==> src/rtl/instr_fetch_unit.sv <==
// instr_fetch_unit: drives the instruction-memory PC and buffers {PC, Instr} pairs
// in a circular queue for decode; handles redirect, halt and PC wrap-around.
module instr_fetch_unit #(
    parameter int                     PC_WIDTH    = 16,
    parameter int                     INSTR_WIDTH = 32,
    parameter int                     QDEPTH      = 4,
    parameter logic [PC_WIDTH-1:0]    RESET_PC    = '0,
    parameter logic [INSTR_WIDTH-1:0] HALT_INSTR  = 32'hFFFF_FFFF
) (
    input  logic                   clk,
    input  logic                   rst_n,
    output logic [PC_WIDTH-1:0]    F_PC,
    input  logic [INSTR_WIDTH-1:0] Instr,
    input  logic                   br_valid,
    input  logic [PC_WIDTH-1:0]    br_target,
    output logic                   D_valid,
    input  logic                   D_ready,
    output logic [INSTR_WIDTH-1:0] D_Instr,
    output logic [PC_WIDTH-1:0]    D_PC,
    output logic                   halted
);
    localparam int AW = $clog2(QDEPTH);
    logic [PC_WIDTH-1:0]    pc_q [QDEPTH];
    logic [INSTR_WIDTH-1:0] in_q [QDEPTH];
    logic [AW-1:0]          rd, wr;
    logic [AW:0]            count;
    logic                   deq, can_fetch, is_halt;
    assign D_valid   = count != '0;
    assign deq       = D_valid & D_ready;
    // count top bit set means full, since QDEPTH is a power of two
    assign can_fetch = !halted & (!count[AW] | deq);
    assign is_halt   = Instr == HALT_INSTR;
    assign D_Instr   = in_q[rd];
    assign D_PC      = pc_q[rd];
    always_ff @(posedge clk or negedge rst_n) begin
        if (!rst_n) begin
            F_PC   <= RESET_PC;
            halted <= 1'b0;
            rd     <= '0;
            wr     <= '0;
            count  <= '0;
            for (int i = 0; i < QDEPTH; i++) begin
                pc_q[i] <= '0;
                in_q[i] <= '0;
            end
        end else if (br_valid) begin
            F_PC   <= br_target;
            halted <= 1'b0;
            rd     <= '0;
            wr     <= '0;
            count  <= '0;
        end else begin
            if (deq) rd <= rd + 1'b1;
            if (can_fetch) begin
                pc_q[wr] <= F_PC;
                in_q[wr] <= Instr;
                wr       <= wr + 1'b1;
                halted   <= is_halt;
                if (!is_halt) F_PC <= F_PC + 1'b1;
            end
            count <= count + {{AW{1'b0}}, can_fetch} - {{AW{1'b0}}, deq};
        end
    end
endmodule

==> config.mk <==
export PLATFORM = sky130hd
export DESIGN_NAME = instr_fetch_unit
export DESIGN_NICKNAME = d
export VERILOG_FILES = /design/src/rtl/instr_fetch_unit.sv
export SDC_FILE = /design/constraint.sdc
export NUM_CORES = 1
export LEC_CHECK = 0
export BUFFER_PORTS_ARGS = -buffer_cell sky130_fd_sc_hd__buf_4
export CORE_AREA = 2 2 160 162
export DETAILED_ROUTE_END_ITERATION = 6
export DIE_AREA = 0 0 162 164
export SYNTH_ARGS = -nofsm -noshare
export SYNTH_HDL_FRONTEND = slang
export SYNTH_SLANG_ARGS = --single-unit
==> constraint.sdc <==
create_clock -name clk -period 2.8 [get_ports clk]
set_input_delay 0.28 -clock clk [delete_from_list [all_inputs] [get_ports clk]]
set_output_delay 0.28 -clock clk [all_outputs]
set_load 0.01 [all_outputs]
==> metrics.cfg <==
[critical_path]
cp-end-kind=output port
arrival_ns=2.31
crit_fanout=23
path_cells=buf_12, mux4_2, buf_4
cp_slowest_stage_delay_ns=0.76
cpMaxStageDelayCell=dfrtp_4
start_kind=flip-flop
path_class=reg2out
critPathRequiredTime_ns=2.52

[sta]
layout_setup_ws_ns=0.213
period_needed_ns=2.59
slew_viol_final=0
rsz0062_at_grt=no
period_share=0.924
fmax_mhz=387
setup_tns_ns=0
finalClockSkew_ns=0.0106
worstMarginPinSlew_ns=0.680
setup_viol=0
slew_headroom=0.547
holdWs_ns=0.0226
timing_hold_violations_final=0

[placement]
post-place-ws_ns=0.413
numPortBuffers=117
gp_congestion=0.834
dp_cells=1079
dpl.hpwl_um=15200

[power_and_ir_drop]
vdd_drop_max_mv=0.479
leakage_nw=5.04
powerDensity_nw_per_um2=1130

[layout]
nets=836
instances_no_fill=1124
drive_above_1_share=0.545
syn_to_final_growth_pct=22.2
diodes=0
fillers=2192

[clocking]
cts_max_path_buffers=3
cts_setup_buffers=0
cts_tree=built
cts_made_buffers=24
worstSkewPairLatency_ns=0.51
cts_num_sinks=216
cts_resized=0
path_clk_slew_ns=0.06
clockRootBuffer=clkbuf_16
htreeDepth=1

[job]
cap_violations=0

[floorplanning]
ios=118
die_h_um=164
die_w_um=162
rows=58
coreArea_um2=24800
die_area_um2=26600
start_util=0.397

[route]
first_pass_iters=5
routed_via_density=5.43
drt-total-wl_um=23200
vias=6108
wl_per_cell_um=20.7
drc=0
detail-route-antenna-nets=0
drt_iter0_drc=381

[global_route]
grt_max_degree=83
grt_pass1_wl_um=37200
grt_usage=0.179
grt_overflow=0
antenna_found_initial=0
grt_pass1_vias=6658

[logic_synthesis]
async_flop_share=1.00
ys_seq_elements=216
synth_nets=714
synth-seq-area-share=0.549
avgSynthCellArea_um2=15.1
yosys_warnings=0
syn_area_um2=9850
ys.flop_type=dfrtp_1
synth_cell_types=51
synth_edf_count=0
syn-instance-count=654

[worst_hold_path]
hp-class=in2reg

[run_status]
status=finished clean

critical path, delay by kind of cell (launching register included):
kind	cells	cell delay, ns
buf+inv	2	0.45
flops	1	0.76
mux	1	0.56
logic make-up (layout without fill, tap and decap cells):
kind of cell    count (synthesis)  after routing  synth area share
compound gates                 47             47            0.0305
xor+xnor                        5              5           0.00445
fa+ha+maj                       8              8            0.0109
buf+inv                        52            192            0.0277
flops                         216            216             0.549
mux                           244            244             0.334
simple gates                   82             82            0.0440
placed cells by master, fill, tap and decap left out, drive strengths merged, types with 2 or more instances in the layout:
cell	instances
a21oi	15
a31o	3
and3	6
and4	2
buf	138
bufinv	2
clkbuf	37
clkinv	5
dfrtp	216
ha	7
inv	8
mux2	194
mux2i	2
mux4	48
nand2	13
nand3	6
nand4	11
nor2	23
nor3	7
nor4	3
o21ai	11
o221ai	2
o22ai	4
or3	4
or4	2
xnor2	3
xor2	2
timing repair:
item                                    CTS  global route
hold buffers                              1             0
endpoints found under the setup margin    0             0
endpoints found under the hold margin    77             0
area by class of cell:
class                   count  area [µm²]  share of cell area
inverters                   8        30.0             0.00250
flip-flops and latches    216        5410               0.450
clock inverters             8        92.6             0.00770
well taps                 330         413              0.0343
multi-input cells         386        4180               0.347
repair buffers            140        1170              0.0975
clock buffers              36         737              0.0613
routing by layer:
metal  vias up  wire length [µm]  GRT usage
li1       2688                 -          -
met1      3206             10300      0.251
met2       179             11100      0.291
met3        35              1220     0.0323
met4         0               529     0.0475
met5         -                 0          0
Yosys cell counts, types with 2 or more instances:
library cell / number / area, µm²
and4_1: 2 / 17.5
mux2i_1: 2 / 20.0
nand4_1: 10 / 62.6
or3_1: 3 / 18.8
ha_1: 7 / 87.6
dfrtp_1: 216 / 5410
nor4_1: 3 / 18.8
o221ai_1: 2 / 17.5
clkbuf_1: 8 / 30.0
nand3_1: 6 / 30.0
xnor2_1: 3 / 26.3
nor3_1: 7 / 35.0
buf_2: 26 / 130
mux4_2: 48 / 1080
a31o_2: 3 / 26.3
and3_1: 6 / 37.5
inv_1: 7 / 26.3
xor2_1: 2 / 17.5
a21oi_1: 15 / 75.1
nand2_1: 13 / 48.8
mux2_1: 3 / 33.8
mux2_2: 191 / 2150
o21ai_0: 10 / 50.1
o22ai_1: 4 / 25.0
buf_6: 6 / 67.6
nor2_1: 23 / 86.3
buf_1: 4 / 15.0
report_power, final:
group          switching, mW  total [mW]  internal [mW]  leakage [nW]
registers              0.885        5.48           4.59          2.56
clock network           1.23        3.23           2.00         0.411
logic                   1.88        4.92           3.04          2.07
flip-flops by register name (all words and copies together) (netlist names):
name    flops
halted      1
count       3
rd          2
pc_q       64
in_q      128
wr          2
F_PC       16
final timing paths:
kind / from / end / slack, ns / cells after the start
worst min register to register: pc_q[12] / pc_q[12] / 0.49 / 1
worst max register to register: count[2] / count[2] / 0.39 / 10
worst min-delay path: br_target[0] / F_PC[0] / 0.02 / 3
min in group asynchronous: rst_n / in_q[85] / 0.36 / 2
worst max-delay path: rd[0] / D_Instr[8] / 0.21 / 3
max in group asynchronous: rst_n / pc_q[43] / 1.63 / 3
stage by stage:
step / util / instance area, µm² / power [mW]
CTS: 0.485 / 12000 / 13.8
global route: 0.485 / 12000 / 14.5
floorplan: - / 9850 / 8.51
global placement: 0.451 / 11200 / 10.3
finish: 0.485 / 12000 / 13.6
detailed placement: 0.451 / 11200 / 10.6
No activity file was read; power rests on OpenSTA's default activity.
